$ cat config.mk
export PLATFORM = sky130hd
export DESIGN_NAME = fp_addsub_rne
export DESIGN_NICKNAME = d
export VERILOG_FILES = /design/src/rtl/float_pkg.sv /design/src/rtl/fp_round_rne.sv /design/src/rtl/fp_addsub_rne.sv
export SDC_FILE = /design/constraint.sdc
export NUM_CORES = 1
export LEC_CHECK = 0
export CAP_MARGIN = 40
export CORE_ASPECT_RATIO = 1.1
export CORE_UTILIZATION = 40
export CTS_CLUSTER_SIZE = 10
export DETAILED_ROUTE_END_ITERATION = 10
export PLACE_DENSITY_LB_ADDON = 0.08
export SLEW_MARGIN = 5
export SYNTH_ARGS = -nofsm -noshare
export SYNTH_HDL_FRONTEND = slang
export SYNTH_HIERARCHICAL = 1
export SYNTH_SLANG_ARGS = --single-unit
$ cat constraint.sdc
create_clock -name clk0 -period 6.4 [get_ports clk0]
set_input_delay 0.64 -clock clk0 [delete_from_list [all_inputs] [get_ports clk0]]
set_output_delay 0.64 -clock clk0 [all_outputs]
set_load 0.01 [all_outputs]
$ cat src/rtl/float_pkg.sv
// Shared definitions for the float datapath blocks: Gray-coded FSM states,
// status flag bit positions and field-width helpers.
package float_pkg;

  localparam int STATE_W = 4;

  // Bit positions inside the 3-bit status word {ovf, unf, inexact}.
  localparam int FLAG_OVF = 2;
  localparam int FLAG_UNF = 1;
  localparam int FLAG_INX = 0;

  // Binary-reflected Gray code of a state index.
  function automatic logic [STATE_W-1:0] gray(input logic [STATE_W-1:0] idx);
    return idx ^ (idx >> 1);
  endfunction

  // Packed word width for a {sign, exp, frac} float.
  function automatic int word_width(input int ew, input int fw);
    return 1 + ew + fw;
  endfunction

  // Exponent bias for an ew-bit exponent field.
  function automatic int exp_bias(input int ew);
    return 1 << (ew - 1);
  endfunction

  // Largest representable biased exponent (no inf/NaN encodings).
  function automatic int exp_max(input int ew);
    return (1 << ew) - 1;
  endfunction

  // Consecutive states differ in one bit along the common path.
  typedef enum logic [STATE_W-1:0] {
    ST_IDLE    = gray(4'd1),
    ST_LOAD    = gray(4'd2),
    ST_SPECIAL = gray(4'd3),
    ST_ALIGN   = gray(4'd4),
    ST_ADD     = gray(4'd5),
    ST_NORM_R  = gray(4'd6),
    ST_NORM_L  = gray(4'd7),
    ST_ROUND   = gray(4'd8),
    ST_PACK    = gray(4'd9)
  } state_e;

endpackage

$ cat src/rtl/fp_round_rne.sv
// Round-to-nearest-even of a normalised {hidden, frac} mantissa using its
// guard/round/sticky bits. Purely combinational.
module fp_round_rne
  import float_pkg::*;
#(
  parameter int FW = 10
) (
  input  logic [FW:0] mant_i,
  input  logic [2:0]  grs_i,
  output logic [FW:0] mant_o,
  output logic        carry_o,
  output logic        inexact_o
);

  logic          inc;
  logic [FW+1:0] sum;

  // Increment on more-than-half, or exactly half with an odd LSB.
  always_comb begin
    inc       = grs_i[2] & (grs_i[1] | grs_i[0] | mant_i[0]);
    sum       = {1'b0, mant_i} + {{(FW + 1){1'b0}}, inc};
    mant_o    = sum[FW:0];
    carry_o   = sum[FW+1];
    inexact_o = |grs_i;
  end

endmodule

$ cat src/rtl/fp_addsub_rne.sv
// Iterative floating-point add/subtract: one shift per cycle for alignment
// and normalisation, RNE rounding, overflow saturation, underflow flush.
// Operations are started by toggling req; ack is high only when idle.
module fp_addsub_rne
  import float_pkg::*;
#(
  parameter  int EW    = 6,
  parameter  int FW    = 10,
  parameter  int MAXSH = FW + 3,
  localparam int W     = word_width(EW, FW)
) (
  input  logic               clk0,
  input  logic               rstn,
  input  logic               enable,
  input  logic               req,
  input  logic               op,
  input  logic [W-1:0]       rx_data_1,
  input  logic [W-1:0]       rx_data_2,
  output logic               ack,
  output logic [W-1:0]       tx_data,
  output logic [2:0]         flags,
  output logic [STATE_W-1:0] cst
);

  // Mantissa {carry, hidden, frac, G, R, S}; exponent with headroom for
  // the normalise and round carries.
  localparam int MW = FW + 5;
  localparam int XW = EW + 2;
  localparam logic signed [XW-1:0] EXP_ONE   = XW'(1);
  localparam logic signed [XW-1:0] EXP_TOP   = XW'(exp_max(EW));
  localparam logic signed [XW-1:0] EXP_MAXSH = XW'(MAXSH);

  state_e                state_q, state_d;
  logic                  req_q, req_d;
  logic                  sign_a_q, sign_a_d;
  logic                  sign_b_q, sign_b_d;
  logic signed [XW-1:0]  exp_a_q, exp_a_d;
  logic signed [XW-1:0]  exp_b_q, exp_b_d;
  logic [MW-1:0]         man_a_q, man_a_d;
  logic [MW-1:0]         man_b_q, man_b_d;
  logic                  zero_q, zero_d;
  logic                  inexact_q, inexact_d;
  logic [W-1:0]          tx_q, tx_d;
  logic [2:0]            flags_q, flags_d;

  logic                  start;
  logic                  swap;
  logic signed [XW-1:0]  exp_diff;
  logic [MW-1:0]         add_res;
  logic [MW-1:0]         shl_res;
  logic [FW:0]           rnd_mant;
  logic                  rnd_carry;
  logic                  rnd_inexact;

  // The registered request copy only follows req while idle, so a toggle
  // made during a busy operation stays pending and starts the next one.
  assign start    = req ^ req_q;
  assign swap     = (exp_b_q > exp_a_q) ||
                    ((exp_b_q == exp_a_q) && (man_b_q > man_a_q));
  assign exp_diff = exp_a_q - exp_b_q;
  // a is never smaller than b after the swap, so the difference is >= 0.
  assign add_res  = (sign_a_q ^ sign_b_q) ? (man_a_q - man_b_q)
                                          : (man_a_q + man_b_q);
  assign shl_res  = man_a_q << 1;

  fp_round_rne #(.FW(FW)) u_round (
    .mant_i    (man_a_q[FW+3:3]),
    .grs_i     (man_a_q[2:0]),
    .mant_o    (rnd_mant),
    .carry_o   (rnd_carry),
    .inexact_o (rnd_inexact)
  );

  // Next-state and datapath update for every state; enable low clears all.
  always_comb begin
    // NOTE: every target gets a default first so no path can infer a latch.
    state_d   = state_q;
    req_d     = req_q;
    sign_a_d  = sign_a_q;
    sign_b_d  = sign_b_q;
    exp_a_d   = exp_a_q;
    exp_b_d   = exp_b_q;
    man_a_d   = man_a_q;
    man_b_d   = man_b_q;
    zero_d    = zero_q;
    inexact_d = inexact_q;
    tx_d      = tx_q;
    flags_d   = flags_q;

    case (state_q)
      ST_IDLE: begin
        req_d = req;
        if (start) state_d = ST_LOAD;
      end

      ST_LOAD: begin
        sign_a_d  = rx_data_1[W-1];
        exp_a_d   = {2'b00, rx_data_1[W-2:FW]};
        man_a_d   = {2'b01, rx_data_1[FW-1:0], 3'b000};
        sign_b_d  = rx_data_2[W-1] ^ op;
        exp_b_d   = {2'b00, rx_data_2[W-2:FW]};
        man_b_d   = {2'b01, rx_data_2[FW-1:0], 3'b000};
        zero_d    = 1'b0;
        inexact_d = 1'b0;
        state_d   = ST_SPECIAL;
      end

      // Zero operands bypass the datapath. The magnitude swap happens here
      // so that every ALIGN cycle is a real shift.
      ST_SPECIAL: begin
        if (exp_a_q == '0 && exp_b_q == '0) begin
          zero_d   = 1'b1;
          sign_a_d = sign_a_q & sign_b_q;
          state_d  = ST_PACK;
        end else if (exp_a_q == '0) begin
          sign_a_d = sign_b_q;
          exp_a_d  = exp_b_q;
          man_a_d  = man_b_q;
          state_d  = ST_PACK;
        end else if (exp_b_q == '0) begin
          state_d  = ST_PACK;
        end else begin
          if (swap) begin
            sign_a_d = sign_b_q;
            exp_a_d  = exp_b_q;
            man_a_d  = man_b_q;
            sign_b_d = sign_a_q;
            exp_b_d  = exp_a_q;
            man_b_d  = man_a_q;
          end
          state_d = (exp_a_q == exp_b_q) ? ST_ADD : ST_ALIGN;
        end
      end

      // Shift b right one place per cycle, folding lost bits into sticky;
      // a distance beyond MAXSH leaves only sticky, done in one step.
      ST_ALIGN: begin
        if (exp_diff > EXP_MAXSH) begin
          man_b_d = {{(MW - 1){1'b0}}, |man_b_q};
          exp_b_d = exp_a_q;
          state_d = ST_ADD;
        end else begin
          man_b_d = {1'b0, man_b_q[MW-1:2], man_b_q[1] | man_b_q[0]};
          exp_b_d = exp_b_q + EXP_ONE;
          if (exp_diff == EXP_ONE) state_d = ST_ADD;
        end
      end

      ST_ADD: begin
        man_a_d = add_res;
        if (add_res == '0) begin
          zero_d   = 1'b1;
          sign_a_d = 1'b0;
          state_d  = ST_PACK;
        end else if (add_res[MW-1]) begin
          state_d = ST_NORM_R;
        end else if (!add_res[MW-2]) begin
          state_d = ST_NORM_L;
        end else begin
          state_d = ST_ROUND;
        end
      end

      ST_NORM_R: begin
        man_a_d = {1'b0, man_a_q[MW-1:2], man_a_q[1] | man_a_q[0]};
        exp_a_d = exp_a_q + EXP_ONE;
        state_d = ST_ROUND;
      end

      // Exponent hitting zero ends the op as an underflow flush.
      ST_NORM_L: begin
        man_a_d = shl_res;
        exp_a_d = exp_a_q - EXP_ONE;
        if (exp_a_q == EXP_ONE)   state_d = ST_PACK;
        else if (shl_res[MW-2])   state_d = ST_ROUND;
      end

      ST_ROUND: begin
        inexact_d = rnd_inexact;
        if (rnd_carry) begin
          man_a_d = {2'b01, {FW{1'b0}}, 3'b000};
          exp_a_d = exp_a_q + EXP_ONE;
        end else begin
          man_a_d = {1'b0, rnd_mant, 3'b000};
        end
        state_d = ST_PACK;
      end

      ST_PACK: begin
        flags_d = '0;
        if (zero_q) begin
          tx_d = {sign_a_q, {(W - 1){1'b0}}};
        end else if (exp_a_q > EXP_TOP) begin
          tx_d              = {sign_a_q, {EW{1'b1}}, {FW{1'b1}}};
          flags_d[FLAG_OVF] = 1'b1;
          flags_d[FLAG_INX] = 1'b1;
        end else if (exp_a_q < EXP_ONE) begin
          tx_d              = '0;
          flags_d[FLAG_UNF] = 1'b1;
          flags_d[FLAG_INX] = 1'b1;
        end else begin
          tx_d              = {sign_a_q, exp_a_q[EW-1:0], man_a_q[FW+2:3]};
          flags_d[FLAG_INX] = inexact_q;
        end
        state_d = ST_IDLE;
      end

      default: state_d = ST_IDLE;
    endcase

    // Enable low aborts any op and returns everything to its reset value.
    if (!enable) begin
      state_d   = ST_IDLE;
      req_d     = 1'b0;
      sign_a_d  = 1'b0;
      sign_b_d  = 1'b0;
      exp_a_d   = '0;
      exp_b_d   = '0;
      man_a_d   = '0;
      man_b_d   = '0;
      zero_d    = 1'b0;
      inexact_d = 1'b0;
      tx_d      = '0;
      flags_d   = '0;
    end
  end

  // State registers with asynchronous active-low reset.
  always_ff @(posedge clk0 or negedge rstn) begin
    // NOTE: async reset lives only in the sensitivity list and first branch;
    // the same values are reached synchronously through enable above.
    if (!rstn) begin
      state_q   <= ST_IDLE;
      req_q     <= 1'b0;
      sign_a_q  <= 1'b0;
      sign_b_q  <= 1'b0;
      exp_a_q   <= '0;
      exp_b_q   <= '0;
      man_a_q   <= '0;
      man_b_q   <= '0;
      zero_q    <= 1'b0;
      inexact_q <= 1'b0;
      tx_q      <= '0;
      flags_q   <= '0;
    end else begin
      // NOTE: non-blocking so every register samples pre-edge values.
      state_q   <= state_d;
      req_q     <= req_d;
      sign_a_q  <= sign_a_d;
      sign_b_q  <= sign_b_d;
      exp_a_q   <= exp_a_d;
      exp_b_q   <= exp_b_d;
      man_a_q   <= man_a_d;
      man_b_q   <= man_b_d;
      zero_q    <= zero_d;
      inexact_q <= inexact_d;
      tx_q      <= tx_d;
      flags_q   <= flags_d;
    end
  end

  assign ack     = (state_q == ST_IDLE);
  assign cst     = state_q;
  assign tx_data = tx_q;
  assign flags   = flags_q;

endmodule

==> summary.txt, run 1 <==
Worst setup path
  – Startpoint types: register
  – Critical path endpoint category: register
  – Top delay family on crit path: compound AO/OA/AOI/OAI gates
  – CP Class: reg2reg
  – Required time worst endpoint: 6.63 ns
  – Slowest CP cell: a31o_2
  – Worst Path Buf+Inv: 1
  – Worst EP arrival: 4.41 ns
  – Cell Chain, Critical Path: inv_1 -> nand2b_1 -> nor3_1 -> o2111ai_1 -> a31oi_1 -> a31o_2 -> nor2_1 -> a22o_1
  – CP peak stage delay: 0.76 ns
  – Peak fanout along the critical path: 42

Global routing
  – Pin count of the biggest net entering global routing: 43
  – Initial antenna violation count: 0
  – First-pass GRT wire length: 39900 um
  – Grt ovf: 0
  – Total GRT Usage: 29.2%
  – Vias in the first global route: 7073

STA
  – Final Cycle Share: 65.3%
  – Rel. slew slack: 40.0%
  – Max Slew Vio Count: 0
  – Slew @ Worst Pin: 0.900 ns
  – Final Critical Period: 4.18 ns
  – Setup violations, final: 0
  – Final Hold Fails: 0
  – Total negative setup slack: 0 ns
  – Clock Skew: 0.0112 ns
  – Peak Freq: 239 MHz
  – RSZ-0062 raised after global routing: false

Floorplanning
  – Die width: 127 um
  – Die area: 17800 um^2
  – Core ar.: 17000 um^2
  – # IOs: 64
  – Initial Util: 40.8%
  – Die height: 140 um
  – Num rows: 50

Synth
  – Main synth FF type: dfrtp_1
  – Commonest cells in the netlist: dfrtp_1 (74), nand2_1 (72), a21oi_1 (71), nor2_1 (62), o21ai_0 (59)
  – Post-synth EDFFs: 0
  – Syn Area/Cell: 7.95 um^2
  – Synthesis-stage register bit count: 75
  – Most frequent cell after synthesis: dfrtp_1
  – Area share of the largest cell type after synthesis: 26.8%
  – Asr flop ratio synth: 100%
  – Synth cell types: 73
  – Synthesis Warnings: 6
  – Post-Syn Nets: 956
  – Gate count after technology mapping: 870
  – Yosys top cell by area: dfrtp_1
  – Sequential fraction of the synthesis area: 27.1%
  – Post-synthesis cell area: 6920 um^2
  – Ranking of synthesized cells by area: dfrtp_1 (27%), ha_1 (8.0%), a21oi_1 (5.1%)

Clock network
  – Longest Clk Path Bufs: 2
  – H-tree lvl count: 3
  – Total clock sinks: 75
  – Post-cts resize count: 0
  – Post-CTS setup buffer count: 0
  – CTS root buffer: clkbuf_16
  – TritonCTS clock tree: built
  – Total CTS buffers: 9
  – Clk_lat worst skew: 0.35 ns
  – Register clock-pin slew on the reported worst setup and hold paths: 0.06 ns
  – Hold_buf cts: 0

Cells and area
  – Proportion of layout cells with a drive suffix above 1: 6.22%
  – # diodes: 0
  – Final net count: 983
  – Area Overhead vs Synth: 16.5%

Pwr
  – PwrDens: 434 nW/um^2
  – Power Total: 3.50 mW
  – Leakage Power: 3.21 nW
  – Peak supply drop: 0.000194 V

Route
  – Final ANT Viol Nets: 0
  – Vias: 7111
  – 1st-pass router iterations: 6
  – DR DRC count: 0
  – WL final: 25400 um
  – Wirelength per Cell: 22.4 um
  – Vias per std cell: 6.27
  – Initial DRC count: 626

Hold path
  – Worst Hold Class: in2async

Outcome
  – Status: finished, final reports clean

Place
  – RD Place Congestion: 0.987
  – Detailed Place HPWL: 19200 um
  – Port-buffer cells: 63

Flow run
  – Max Cap Viol: 0
## layer usage
layer | routed length (um) | up-vias | share of wire (%) | track usage, %
li1 | - | 3344 | - | -
met1 | 10400 | 3447 | 41 | 35.1
met2 | 12800 | 262 | 50 | 51.2
met3 | 1240 | 58 | 4.9 | 4.13
met4 | 915 | 0 | 3.6 | 13.3
met5 | 0 | - | 0 | 0
## sequential cells by signal (all words and copies together), names as in the netlist
name / count
zero_q: 1
inexact_q: 1
req_q: 1
sign_b_q: 1
man_b_q: 15
cst: 4
tx_data: 17
man_a_q: 15
exp_b_q: 8
flags: 3
exp_a_q: 8
sign_a_q: 1
## path summary, 6_finish.rpt
path                            cells after the start      from         end  slack [ns]
max in group asynchronous                           2      rstn      cst[0]        5.48
worst min-delay path                                1      rstn  exp_b_q[2]        0.26
worst max-delay path                                8    cst[2]  man_b_q[0]        2.22
worst max register to register                      8    cst[2]  man_b_q[0]        2.22
worst min register to register                      1  flags[2]    flags[2]        0.49
min in group clk0                                   1  flags[2]    flags[2]        0.49
## worst register-to-register path, stage by stage, from the launching register on
cell and delay (ns):
dfrtp_1 0.62, inv_1 0.71, nand2b_1 0.33, nor3_1 0.54
o2111ai_1 0.23, a31oi_1 0.36, a31o_2 0.76, nor2_1 0.26
a22o_1 0.25
## stage by stage
step	util (%)	hold slack, ns	setup slack [ns]	instances	instance area [um^2]
2_1_floorplan	-	0.344	3.15	870	6920
3_5_place_dp	45.7	0.480	2.31	1120	7750
4_1_cts	47.6	0.271	2.31	1135	8070
3_3_place_gp	45.1	0.460	2.34	1110	7650
6_report	47.6	0.259	2.22	1135	8070
5_1_grt	47.6	0.304	1.87	1135	8070
## cell type report
cell class              count  area [um^2]
fillers                  1684         8890
clock inverters             6         90.1
multi-input cells         677         4600
repair buffers             78          768
flip-flops and latches     75         1880
well taps                 234          293
clock buffers               9          225
inverters                  56          210
## cells in the final DEF, fill, tap and decap left out, types with 12 or more instances in the layout
cell             count
buf_4               13
a222oi_1            14
o21ai_0             59
a221o_1             19
nand2_1             72
inv_1               55
nor3_1              23
o31ai_1             22
nand3_1             29
o211ai_1            20
nor2_1              62
a21oi_1             71
xor2_1              13
a221oi_1            12
nand4_1             14
ha_1                44
xnor2_1             23
dfrtp_1             74
clkdlybuf4s50_1     62
## cell families after synthesis
| logic type | after synthesis | synth area share, % |
|---|---|---|
| multiplexers | 9 | 1.36 |
| AO/OA/AOI/OAI | 314 | 31.9 |
| flip-flops | 75 | 27.1 |
| XOR/XNOR | 36 | 4.56 |
| buffers and inverters | 118 | 6.69 |
| AND/OR/NAND/NOR | 271 | 19.5 |
| adder cells (fa/ha/maj) | 47 | 8.82 |
## report_power, final
group,internal [mW],switching [mW]
clock network,0.341,0.221
logic,0.756,1.32
registers,0.570,0.288
total,1.67,1.83
(Power assumes the default switching activity.)
==> run 2: changes to the inputs <==
==> constraint.sdc (replaced) <==
create_clock -name clk0 -period 3.4 [get_ports clk0]
set_input_delay 0.34 -clock clk0 [delete_from_list [all_inputs] [get_ports clk0]]
set_output_delay 0.34 -clock clk0 [all_outputs]
set_load 0.01 [all_outputs]
==> summary.txt, run 2 (synthesis gave the netlist of run 1 again) <==
Outcome
  – Status: finished, final reports clean

Pwr
  – Peak supply drop: 0.000551 V
  – Leakage Power: 3.66 nW
  – Power Total: 7.62 mW
  – PwrDens: 860 nW/um^2

Cells and area
  – # diodes: 0
  – Register area: 1880 um^2
  – Final net count: 1070
  – Proportion of layout cells with a drive suffix above 1: 16.9%
  – Area Overhead vs Synth: 28.1%
  – Fillers: 1640
  – Final non-filler cell total: 1222
  – Final instance area: 8860 um^2
  – Most common cell after layout, fill and taps aside: buf_4
  – Largest register FFs: 17
  – Area occupied by multi-input gates: 4750 um^2
  – Most frequent cells in the layout: buf_4 (98), dfrtp_1 (73), nand2_1 (72)

STA
  – Setup violations, final: 0
  – Peak Freq: 296 MHz
  – Worst setup margin: 0.0270 ns
  – Final Hold Fails: 0
  – Clock Skew: 0.00749 ns
  – Total negative setup slack: 0 ns
  – Max Slew Vio Count: 0
  – Final Cycle Share: 99.2%
  – Slew @ Worst Pin: 0.671 ns
  – Rel. slew slack: 55.1%
  – RSZ-0062 raised after global routing: true
  – Final Critical Period: 3.37 ns

Route
  – Initial DRC count: 649
  – Wirelength per Cell: 22.5 um
  – Vias per std cell: 6.18
  – Final ANT Viol Nets: 0
  – WL final: 27500 um
  – DR DRC count: 0
  – Vias: 7551
  – 1st-pass router iterations: 6

Worst setup path
  – Slowest CP cell: or4_4
  – Top delay family on crit path: simple AND/OR/NAND/NOR gates
  – Critical path endpoint category: register
  – Worst EP arrival: 3.67 ns
  – CP peak stage delay: 0.55 ns
  – Cell Chain, Critical Path: ha_2 -> fa_2 -> nand2b_4 -> a221o_1 -> buf_4 -> a21oi_2 -> nor3_1 -> buf_4 -> o2111a_1 -> nand3_1 -> or4_4 -> nor4b_4 -> o22a_1
  – CP Class: reg2reg
  – Startpoint types: register
  – Required time worst endpoint: 3.70 ns
  – Crit path top cell by count: buf_4
  – Worst Path Buf+Inv: 2
  – Peak fanout along the critical path: 4

Clock network
  – TritonCTS clock tree: built
  – Total clock sinks: 75
  – H-tree lvl count: 3
  – Clk_lat worst skew: 0.35 ns
  – CTS root buffer: clkbuf_16
  – Register clock-pin slew on the reported worst setup and hold paths: 0.07 ns
  – Total CTS buffers: 9
  – Longest Clk Path Bufs: 2

Place
  – Detailed Place HPWL: 20900 um
  – Post-placement cell count: 1201
  – Pre-CTS setup slack: 0.0531 ns
  – Port-buffer cells: 63
  – Placed cell area: 8360 um^2
  – RD Place Congestion: 0.913

Global routing
  – Total GRT Usage: 31.2%
  – Met2 GRT Util: 54.9%
  – Initial antenna violation count: 0
  – Vias in the first global route: 7386
  – M1 GR Usage: 37.1%
  – Most crowded layer after global routing: met2
  – Grt ovf: 0
  – First-pass GRT wire length: 42300 um
  – Met3 global-route usage: 3.90%
  – Pin count of the biggest net entering global routing: 61

Floorplanning
  – Die height: 140 um
  – Num rows: 50
  – # IOs: 64
  – Die area: 17800 um^2
  – Die width: 127 um
  – Core ar.: 17000 um^2
  – Initial Util: 40.8%

Hold path
  – Worst Hold Class: in2async

Flow run
  – Max Cap Viol: 0
[run 2: changes by cell type in the layout (fill, tap and decap cells not counted), sizes merged]
| cell | change |
|---|---|
| clkinv | +1 |
| buf | +86 |
| dlygate4sd3 | +1 |
| bufinv | -1 |
[run 2: final cells by class]
class | count | area share, %
Tap cell | 234 | 3.30
Timing Repair Buffer | 165 | 16.2
Multi-Input combinational cell | 677 | 53.6
Clock buffer | 9 | 2.54
Clock inverter | 6 | 0.734
Inverter | 56 | 2.37
Sequential cell | 75 | 21.2
[run 2: worst paths after layout]
check	cells after the start	slack, ns	start	endpoint
max	13	0.03	man_b_q[0]	cst[0]
min	2	0.41	rstn	exp_b_q[0]
max reg2reg	13	0.03	man_b_q[0]	cst[0]
min reg2reg	1	0.50	flags[2]	flags[2]
max in group asynchronous	3	2.36	rstn	cst[0]
min in group clk0	1	0.50	flags[2]	flags[2]
[run 2: power breakdown]
| group | switching (mW) | internal [mW] |
|---|---|---|
| logic | 3.11 | 2.19 |
| registers | 0.238 | 1.08 |
| clock network | 0.435 | 0.567 |
| total | 3.78 | 3.84 |
[run 2: timing repair]
item | in CTS | in global routing
hold buffers | 1 | 0
buffers inserted | 0 | 5
hold endpoints to repair | 15 | 0
resized for setup | 0 | 34
setup endpoints to repair | 0 | 20
[run 2: metal layers]
metal  share of wire [%]  vias to the layer above
li1                    -                     3508
met3                 4.8                       71
met1                  40                     3654
met4                 4.3                        0
met2                  51                      318
met5                   0                        -
[run 2: stage by stage]
| stage | util [%] | hold WS [ns] |
|---|---|---|
| 2_1_floorplan | - | 0.0444 |
| 3_3_place_gp | 49.0 | 0.461 |
| 3_5_place_dp | 49.3 | 0.234 |
| 4_1_cts | 51.1 | 0.409 |
| 5_1_grt | 52.3 | 0.429 |
| 6_report | 52.3 | 0.407 |
